## config.mk

```make
export PLATFORM = sky130hd
export DESIGN_NAME = abro_n_fsm
export DESIGN_NICKNAME = d
export VERILOG_FILES = /design/src/rtl/abro_pkg.sv /design/src/rtl/abro_sat_counter.sv /design/src/rtl/abro_n_fsm.sv
export SDC_FILE = /design/constraint.sdc
export NUM_CORES = 1
export LEC_CHECK = 0
export ABC_AREA = 1
export CAP_MARGIN = 20
export CORE_ASPECT_RATIO = 0.9
export CORE_MARGIN = 1.5
export CORE_UTILIZATION = 49
export CTS_BUF_LIST = sky130_fd_sc_hd__clkbuf_2
export DETAILED_ROUTE_END_ITERATION = 8
export PLACE_DENSITY = 0.78
export SLEW_MARGIN = 20
export SYNTH_ARGS = -nofsm -noshare
export SYNTH_HDL_FRONTEND = slang
export SYNTH_HIERARCHICAL = 1
export SYNTH_SLANG_ARGS = --single-unit
```

## constraint.sdc

```tcl
create_clock -name clk -period 2.2 [get_ports clk]
set_clock_uncertainty 0.15 [all_clocks]
set_input_delay 0.66 -clock clk [delete_from_list [all_inputs] [get_ports clk]]
set_output_delay 0.66 -clock clk [all_outputs]
set_load 0.01 [all_outputs]
```

## src/rtl/abro_pkg.sv

```systemverilog
// rtl/abro_pkg.sv - shared state type and mask helper for the N-input ABRO controller
package abro_pkg;

    typedef enum logic [1:0] {
        WAIT = 2'd0,
        EMIT = 2'd1,
        HOLD = 2'd2
    } abro_state_t;

    function automatic logic [31:0] all_ones_mask(input int n);
        return (n >= 32) ? 32'hFFFF_FFFF : ((32'd1 << n) - 32'd1);
    endfunction

endpackage

```

## src/rtl/abro_sat_counter.sv

```systemverilog
// rtl/abro_sat_counter.sv - saturating up-counter with synchronous clear and increment enable
module abro_sat_counter #(
    parameter int W = 8
) (
    input  logic         clk,
    input  logic         reset,
    input  logic         clr,
    input  logic         inc,
    output logic [W-1:0] count
);

    always_ff @(posedge clk or negedge reset) begin
        if (!reset) begin
            count <= '0;
        end else if (clr) begin
            count <= '0;
        end else if (inc && (count != {W{1'b1}})) begin
            count <= count + W'(1);
        end
    end

endmodule

```

## src/rtl/abro_n_fsm.sv

```systemverilog
// rtl/abro_n_fsm.sv - N-input ABRO controller; optional collection timeout under ABRO_TIMEOUT_EN
module abro_n_fsm
    import abro_pkg::*;
#(
    parameter int N_IN           = 2,
    parameter int OUT_LEVEL      = 0,
    parameter int CNT_W          = 8,
    parameter int TIMEOUT_CYCLES = 16
) (
    input  logic             clk,
    input  logic             reset,
    input  logic             r_restart,
    input  logic [N_IN-1:0]  in_vec,
    output logic             O,
    output logic [N_IN-1:0]  seen,
    output logic [1:0]       state,
    output logic [CNT_W-1:0] fire_cnt,
    output logic             timeout
);

    if (N_IN < 1 || N_IN > 32 || CNT_W < 1 || TIMEOUT_CYCLES < 1) begin : g_bad_params
        $error("abro_n_fsm: parameter out of range");
    end

    localparam logic [N_IN-1:0] FULL_MASK = N_IN'(all_ones_mask(N_IN));
    localparam logic            LEVEL     = (OUT_LEVEL != 0);

    abro_state_t     state_q;
    logic [N_IN-1:0] merged;
    logic            complete;
    logic            abandon;

    assign merged   = seen | in_vec;
    // restart outranks completion, so a restart cycle never fires
    assign complete = (state_q == WAIT) && !r_restart && (merged == FULL_MASK);
    assign state    = state_q;

    abro_sat_counter #(.W(CNT_W)) u_fire_cnt (
        .clk   (clk),
        .reset (reset),
        .clr   (1'b0),
        .inc   (complete),
        .count (fire_cnt)
    );

`ifdef ABRO_TIMEOUT_EN
    localparam int TO_W = $clog2(TIMEOUT_CYCLES + 1);

    logic [TO_W-1:0] to_cnt;
    logic            to_clr;
    logic            timeout_q;

    assign abandon = (state_q == WAIT) && !r_restart && !complete &&
                     (to_cnt == TO_W'(TIMEOUT_CYCLES));
    assign to_clr  = r_restart || abandon || complete ||
                     (state_q != WAIT) || (seen == '0);
    assign timeout = timeout_q;

    abro_sat_counter #(.W(TO_W)) u_to_cnt (
        .clk   (clk),
        .reset (reset),
        .clr   (to_clr),
        .inc   (1'b1),
        .count (to_cnt)
    );
`else
    assign abandon = 1'b0;
    assign timeout = 1'b0;
`endif

    always_ff @(posedge clk or negedge reset) begin
        if (!reset) begin
            state_q   <= WAIT;
            seen      <= '0;
            O         <= 1'b0;
`ifdef ABRO_TIMEOUT_EN
            timeout_q <= 1'b0;
`endif
        end else begin
`ifdef ABRO_TIMEOUT_EN
            timeout_q <= abandon;
`endif
            if (r_restart) begin
                state_q <= WAIT;
                seen    <= '0;
                O       <= 1'b0;
            end else begin
                case (state_q)
                    WAIT: begin
                        if (complete) begin
                            state_q <= EMIT;
                            seen    <= merged;
                            O       <= 1'b1;
                        end else if (abandon) begin
                            seen    <= '0;
                        end else begin
                            seen    <= merged;
                        end
                    end
                    EMIT: begin
                        state_q <= HOLD;
                        O       <= LEVEL;
                    end
                    HOLD: begin
                        O       <= LEVEL;
                    end
                    default: begin
                        state_q <= WAIT;
                        seen    <= '0;
                        O       <= 1'b0;
                    end
                endcase
            end
        end
    end

endmodule

```

==> flow_summary.toml, run 1 <==
[outcome]
outcome = "finished clean"

[timing]
timing.final.ws_setup_ns = 0.0906
totalNegativeSetupSlack_ns = 0
final.period_utilization = 0.959
endpoints_failing_hold = 0
maxSlewViolCount = 0
period_minus_slack_ns = 2.11
setup_violations = 0
setup_repair_after_global_routing_missed_its_margin = "false"
maxClockFrequency_mhz = 474

[critical_path]
cp_top_family = "buffers and inverters"
cp.depth = 1
timing.critical_path.fanout_max = 7
critPathSlowestCell = "sky130_fd_sc_hd__clkdlybuf4s50_1"
timing.critical_path.cells = "clkdlybuf4s50_1"
worstSetupEndpointType = "output pin"
cpPeakStageDelay_ns = 0.57
required_worst_endpoint_ns = 1.39
worstRegToRegCells = 9
critical_setup_path_kind = "reg -> out"
worst_ep_arrival_time_ns = 1.30
worstPathBufferInverterCount = 1
critPathLaunchType = "register"

[detailed_routing]
route.antenna.remaining_nets = 0
drtPass1Iterations = 5
dr_total_vias = 801
post-route-drc-count = 0
drtIter0Drc = 27
post_drt_wl_per_cell_um = 10.2
drt_wl_total_um = 1750
via_per_inst = 4.68

[clocking]
clock_tree.buffer_depth = 2
worst_setup_hold_path_clk_slew_ns = 0.12
holdBufCountCts = 0
tritoncts_clock_tree = "built"
post-cts-setup-buffers = 0
cts_num_sinks = 13
clk_root_buffer_cell = "sky130_fd_sc_hd__clkbuf_2"
h-tree-depth = 1
worstSkewPairLatency_ns = 0.27
post_cts_resized = 0
numCtsBuffers = 3

[floorplan]
site_row_count = 13
chipWidth_um = 46.6
coreArea_um2 = 1530
initial_utilization = 0.549
floorplan.die.height_um = 42.3
count_of_pins_on_the_block_boundary = 19
die-area_um2 = 1970

[yosys]
synthDistinctLibCells = 20
syn_area_per_cell_um2 = 7.18
yosys_synthesis_warning_count = 6
post_synth_instance_area_um2 = 840
synth.yosys.seq_area_share = 0.387
netlist_instances = 117
synth-seq-cells = 13

[cells_and_area]
antenna_cells = 0
layout-drive-gt1-share = 0.174
synth_to_layout_area_growth_pct = 32.8
finalInstanceArea_um2 = 1110
final_nets = 159
fillCellCount = 140

[grt]
grt_start_max_net_pins = 14
grt_first_pass_wirelength_um = 3140
gr-total-overflow = 0
via_count_of_the_first_global_routing_pass = 738
antenna_violations_before_repair = 0
global_route.usage.total = 0.219

[power]
finalPower_mw = 0.816
powerDensity_nw_per_um2 = 732
worst_ir_drop_vdd_v = 0.000510
p_leak_nw = 0.545

[placed_design]
gp_routability_congestion = 0.862
place_ws_ns = -0.0717
hpwl_after_detailed_placement_um = 1390
dpl_cell_area_um2 = 1090
io_buffer_count = 17

[min_path]
number_of_cells_traversed_by_the_worst_hold_path = 2
min-delay-path-class = "reg -> reg"

[flow_run]
maxCapViolations = 0
[cells in the final DEF, fill, tap and decap left out]
cell	synthesis	layout
sky130_fd_sc_hd__clkinv_1	1	1
sky130_fd_sc_hd__clkinv_4	1	1
sky130_fd_sc_hd__o21ai_1	1	1
sky130_fd_sc_hd__nor2_2	3	3
sky130_fd_sc_hd__clkdlybuf4s50_1	0	17
sky130_fd_sc_hd__a21oi_1	5	5
sky130_fd_sc_hd__a21boi_1	2	2
sky130_fd_sc_hd__dfrtp_1	13	12
sky130_fd_sc_hd__nand2_1	35	35
sky130_fd_sc_hd__clkbuf_2	0	4
sky130_fd_sc_hd__nor2_1	7	7
sky130_fd_sc_hd__dfrtp_2	0	1
sky130_fd_sc_hd__inv_1	17	17
sky130_fd_sc_hd__a21oi_2	1	1
sky130_fd_sc_hd__nand3_1	10	10
sky130_fd_sc_hd__conb_1	1	8
sky130_fd_sc_hd__inv_2	3	3
sky130_fd_sc_hd__ha_1	4	4
sky130_fd_sc_hd__nand2_2	6	6
sky130_fd_sc_hd__o21bai_1	2	2
sky130_fd_sc_hd__nand2_4	2	2
sky130_fd_sc_hd__nor3_1	2	2
sky130_fd_sc_hd__buf_4	1	5
[cell families after synthesis]
group           synth area share
compound gates            0.0819
fa+ha+maj                 0.0596
buf+inv                    0.113
flops                      0.387
other cells              0.00447
simple gates               0.353
[cells in the mapped netlist]
master                      n  area (um^2)
sky130_fd_sc_hd__clkinv_4   1         8.76
sky130_fd_sc_hd__ha_1       4         50.1
sky130_fd_sc_hd__o21ai_1    1         5.00
sky130_fd_sc_hd__nor2_1     7         26.3
sky130_fd_sc_hd__conb_1     1         3.75
sky130_fd_sc_hd__nand3_1   10         50.1
sky130_fd_sc_hd__a21oi_2    1         8.76
sky130_fd_sc_hd__nor3_1     2         10.0
sky130_fd_sc_hd__nor2_2     3         18.8
sky130_fd_sc_hd__nand2_1   35          131
sky130_fd_sc_hd__nand2_4    2         22.5
sky130_fd_sc_hd__dfrtp_1   13          325
sky130_fd_sc_hd__o21bai_1   2         15.0
sky130_fd_sc_hd__nand2_2    6         37.5
sky130_fd_sc_hd__buf_4      1         7.51
sky130_fd_sc_hd__a21oi_1    5         25.0
sky130_fd_sc_hd__inv_1     17         63.8
sky130_fd_sc_hd__a21boi_1   2         15.0
sky130_fd_sc_hd__inv_2      3         11.3
sky130_fd_sc_hd__clkinv_1   1         3.75
[registers in the layout (all words and copies together), names as in the netlist]
| register | cells |
|---|---|
| O | 1 |
| u_fire_cnt/count | 8 |
| state | 2 |
| seen | 2 |
[final timing paths]
path,start,to,slack (ns)
max,u_fire_cnt/count[5],fire_cnt[5],0.09
min in group asynchronous,reset,u_fire_cnt/count[4],0.53
min reg2reg,O,O,0.38
max in group asynchronous,reset,u_fire_cnt/count[2],1.19
min,O,O,0.38
max reg2reg,state[1],u_fire_cnt/count[7],0.43
[power breakdown]
| group | leakage [nW] | internal [mW] | switching (mW) | total, mW |
|---|---|---|---|---|
| combinational | 0.355 | 0.176 | 0.187 | 0.364 |
| sequential | 0.174 | 0.283 | 0.0436 | 0.327 |
| clock | 0.0166 | 0.0482 | 0.0774 | 0.126 |
[metrics by stage]
stage               std cells  hold WS (ns)   util
detailed placement        167         0.360  0.715
floorplan                 124         0.214      -
CTS                       171         0.380  0.728
global route              171         0.423  0.729
global placement          167         0.355  0.715
finish                    171         0.378  0.729
[per-layer routing]
metal  vias up  track usage  wire length, um
li1        412            -                -
met3         2       0.0776               84
met4         0       0.0500               17
met2        23        0.317              756
met1       364        0.312              889
met5         -            0                0
[cell type report]
cell class,instances,area (um^2),share of cell area
repair buffers,22,208,0.186
well taps,22,27.5,0.0247
flip-flops and latches,13,327,0.293
inverters,22,87.6,0.0786
clock buffers,4,20.0,0.0180
multi-input cells,88,445,0.400
Note: power is estimated with default switching activity, not from simulation.
==> inputs of run 2 (changes only) <==
Settings changed: REMOVE_ABC_BUFFERS set to 1.
==> run 2 against run 1 <==
- global-route usage increased by 1.4 points
- clock power increased by 5%
- count of clock-buffer cells in the layout unchanged
- first-iteration DRC count decreased by 74%
- non-clock buffer count decreased by 1
- register-to-register slack got worse by 0.03 ns
- final cell count decreased by 0.58%
- utilization decreased by 0.41 points
- flip-flop and latch count unchanged
- worst setup slack improved by 0.012 ns
- critical endpoint is now fire_cnt[3]
- highest routed layer unchanged
==> flow_summary.toml, run 2 (synthesis results as in run 1) <==
[flow_run]
maxCapViolations = 0

[timing]
period_minus_slack_ns = 2.10
maxSlewViolCount = 0
setup_repair_after_global_routing_missed_its_margin = "false"
setup_violations = 0
final.period_utilization = 0.954
maxClockFrequency_mhz = 477
endpoints_failing_hold = 0

[detailed_routing]
via_per_inst = 4.66
dr_total_vias = 793
post-route-drc-count = 0
route.antenna.remaining_nets = 0
drtPass1Iterations = 4
post_drt_wl_per_cell_um = 11.3
drt_wl_total_um = 1920
drtIter0Drc = 7

[critical_path]
cp_top_family = "buffers and inverters"
worst_ep_arrival_time_ns = 1.29
cp.depth = 1
required_worst_endpoint_ns = 1.39
critPathSlowestCell = "sky130_fd_sc_hd__clkdlybuf4s50_1"
worstRegToRegCells = 9
worstPathBufferInverterCount = 1
worstSetupEndpointType = "output pin"
timing.critical_path.fanout_max = 5
timing.critical_path.cells = "clkdlybuf4s50_1"
critPathLaunchType = "register"
critical_setup_path_kind = "reg -> out"
cpPeakStageDelay_ns = 0.57

[clocking]
worstSkewPairLatency_ns = 0.29
clock_tree.buffer_depth = 2
h-tree-depth = 1
numCtsBuffers = 3
worst_setup_hold_path_clk_slew_ns = 0.14
clk_root_buffer_cell = "sky130_fd_sc_hd__clkbuf_2"
tritoncts_clock_tree = "built"
cts_num_sinks = 13

[min_path]
min-delay-path-class = "reg -> reg"
number_of_cells_traversed_by_the_worst_hold_path = 2

[grt]
antenna_violations_before_repair = 0
grt_first_pass_wirelength_um = 3250
global_route.usage.total = 0.233
gr-total-overflow = 0
grt_start_max_net_pins = 14
via_count_of_the_first_global_routing_pass = 741

[floorplan]
die-area_um2 = 1970
chipWidth_um = 46.6
floorplan.die.height_um = 42.3
count_of_pins_on_the_block_boundary = 19
site_row_count = 13
coreArea_um2 = 1530
initial_utilization = 0.549

[placed_design]
io_buffer_count = 17
gp_routability_congestion = 0.862
hpwl_after_detailed_placement_um = 1460
dpl_cell_area_um2 = 1090
dp_cells = 166

[cells_and_area]
finalInstanceArea_um2 = 1110
layout.cells.most_common = "sky130_fd_sc_hd__nand2_1"
fillCellCount = 153
final_nets = 158
largest_reg_flops = 8
regMostFlops = "u_fire_cnt/count"
layout.cells.most_common_list = "35 x sky130_fd_sc_hd__nand2_1, 17 x sky130_fd_sc_hd__inv_1, 17 x sky130_fd_sc_hd__clkdlybuf4s50_1"
layout-drive-gt1-share = 0.176
antenna_cells = 0
synth_to_layout_area_growth_pct = 32.0
finish.cell_count_without_fillers = 170

[outcome]
outcome = "finished clean"

[power]
worst_ir_drop_vdd_v = 0.000518
p_leak_nw = 0.539
powerDensity_nw_per_um2 = 743
run 2: cell types whose count changed in the layout (fill, tap and decap cells not counted):
cell / before / now
sky130_fd_sc_hd__buf_4: 5 / 4
sky130_fd_sc_hd__dfrtp_1: 12 / 11
sky130_fd_sc_hd__dfrtp_2: 1 / 2
run 2: final cells by class:
| class | count | area [um^2] | share of cell area |
|---|---|---|---|
| Inverter | 22 | 87.6 | 0.0790 |
| Sequential cell | 13 | 328 | 0.296 |
| Timing Repair Buffer | 21 | 200 | 0.181 |
| Clock buffer | 4 | 20.0 | 0.0181 |
| Multi-Input combinational cell | 88 | 445 | 0.402 |
| Tap cell | 22 | 27.5 | 0.0248 |
run 2: final timing paths:
path,start,end,slack (ns)
hold / removal,O,O,0.40
min in group asynchronous,reset,O,0.51
setup reg to reg,state[1],u_fire_cnt/count[7],0.40
hold reg to reg,O,O,0.40
max in group asynchronous,reset,u_fire_cnt/count[2],1.20
setup / recovery,u_fire_cnt/count[3],fire_cnt[3],0.10
run 2: per-stage QoR:
stage	power (mW)	setup TNS, ns	utilization	hold slack [ns]	setup slack, ns
floorplan	0.530	0	-	0.214	0.503
global placement	0.679	0	0.710	0.362	0.0318
detailed placement	0.690	-0.136	0.710	0.385	-0.0677
CTS	0.823	0	0.723	0.406	0.0508
global route	0.884	0	0.725	0.421	0.0437
finish	0.823	0	0.725	0.404	0.102
run 2: power by group:
group | internal (mW) | switching, mW
combinational | 0.171 | 0.188
clock | 0.0482 | 0.0837
sequential | 0.284 | 0.0473
total | 0.504 | 0.319
run 2: layer usage:
metal / global-route usage / wire, um / vias to the layer above
li1: - / - / 412
met1: 0.320 / 940 / 361
met2: 0.353 / 867 / 15
met3: 0.0690 / 86 / 5
met4: 0.0667 / 24 / 0
met5: 0 / 0 / -
run 2: repair_timing:
item,4_1_cts,5_1_grt
hold endpoints to repair,0,0
setup buffers,0,0
resized for setup,0,2
endpoints found under the setup margin,0,2
hold buffers,0,0
==> inputs of run 3 (changes only) <==
Settings changed: SKIP_CTS_REPAIR_TIMING set to 1.
==> results of run 3 <==
No change in the layout: final DEF, timing and power equal those of run 2.
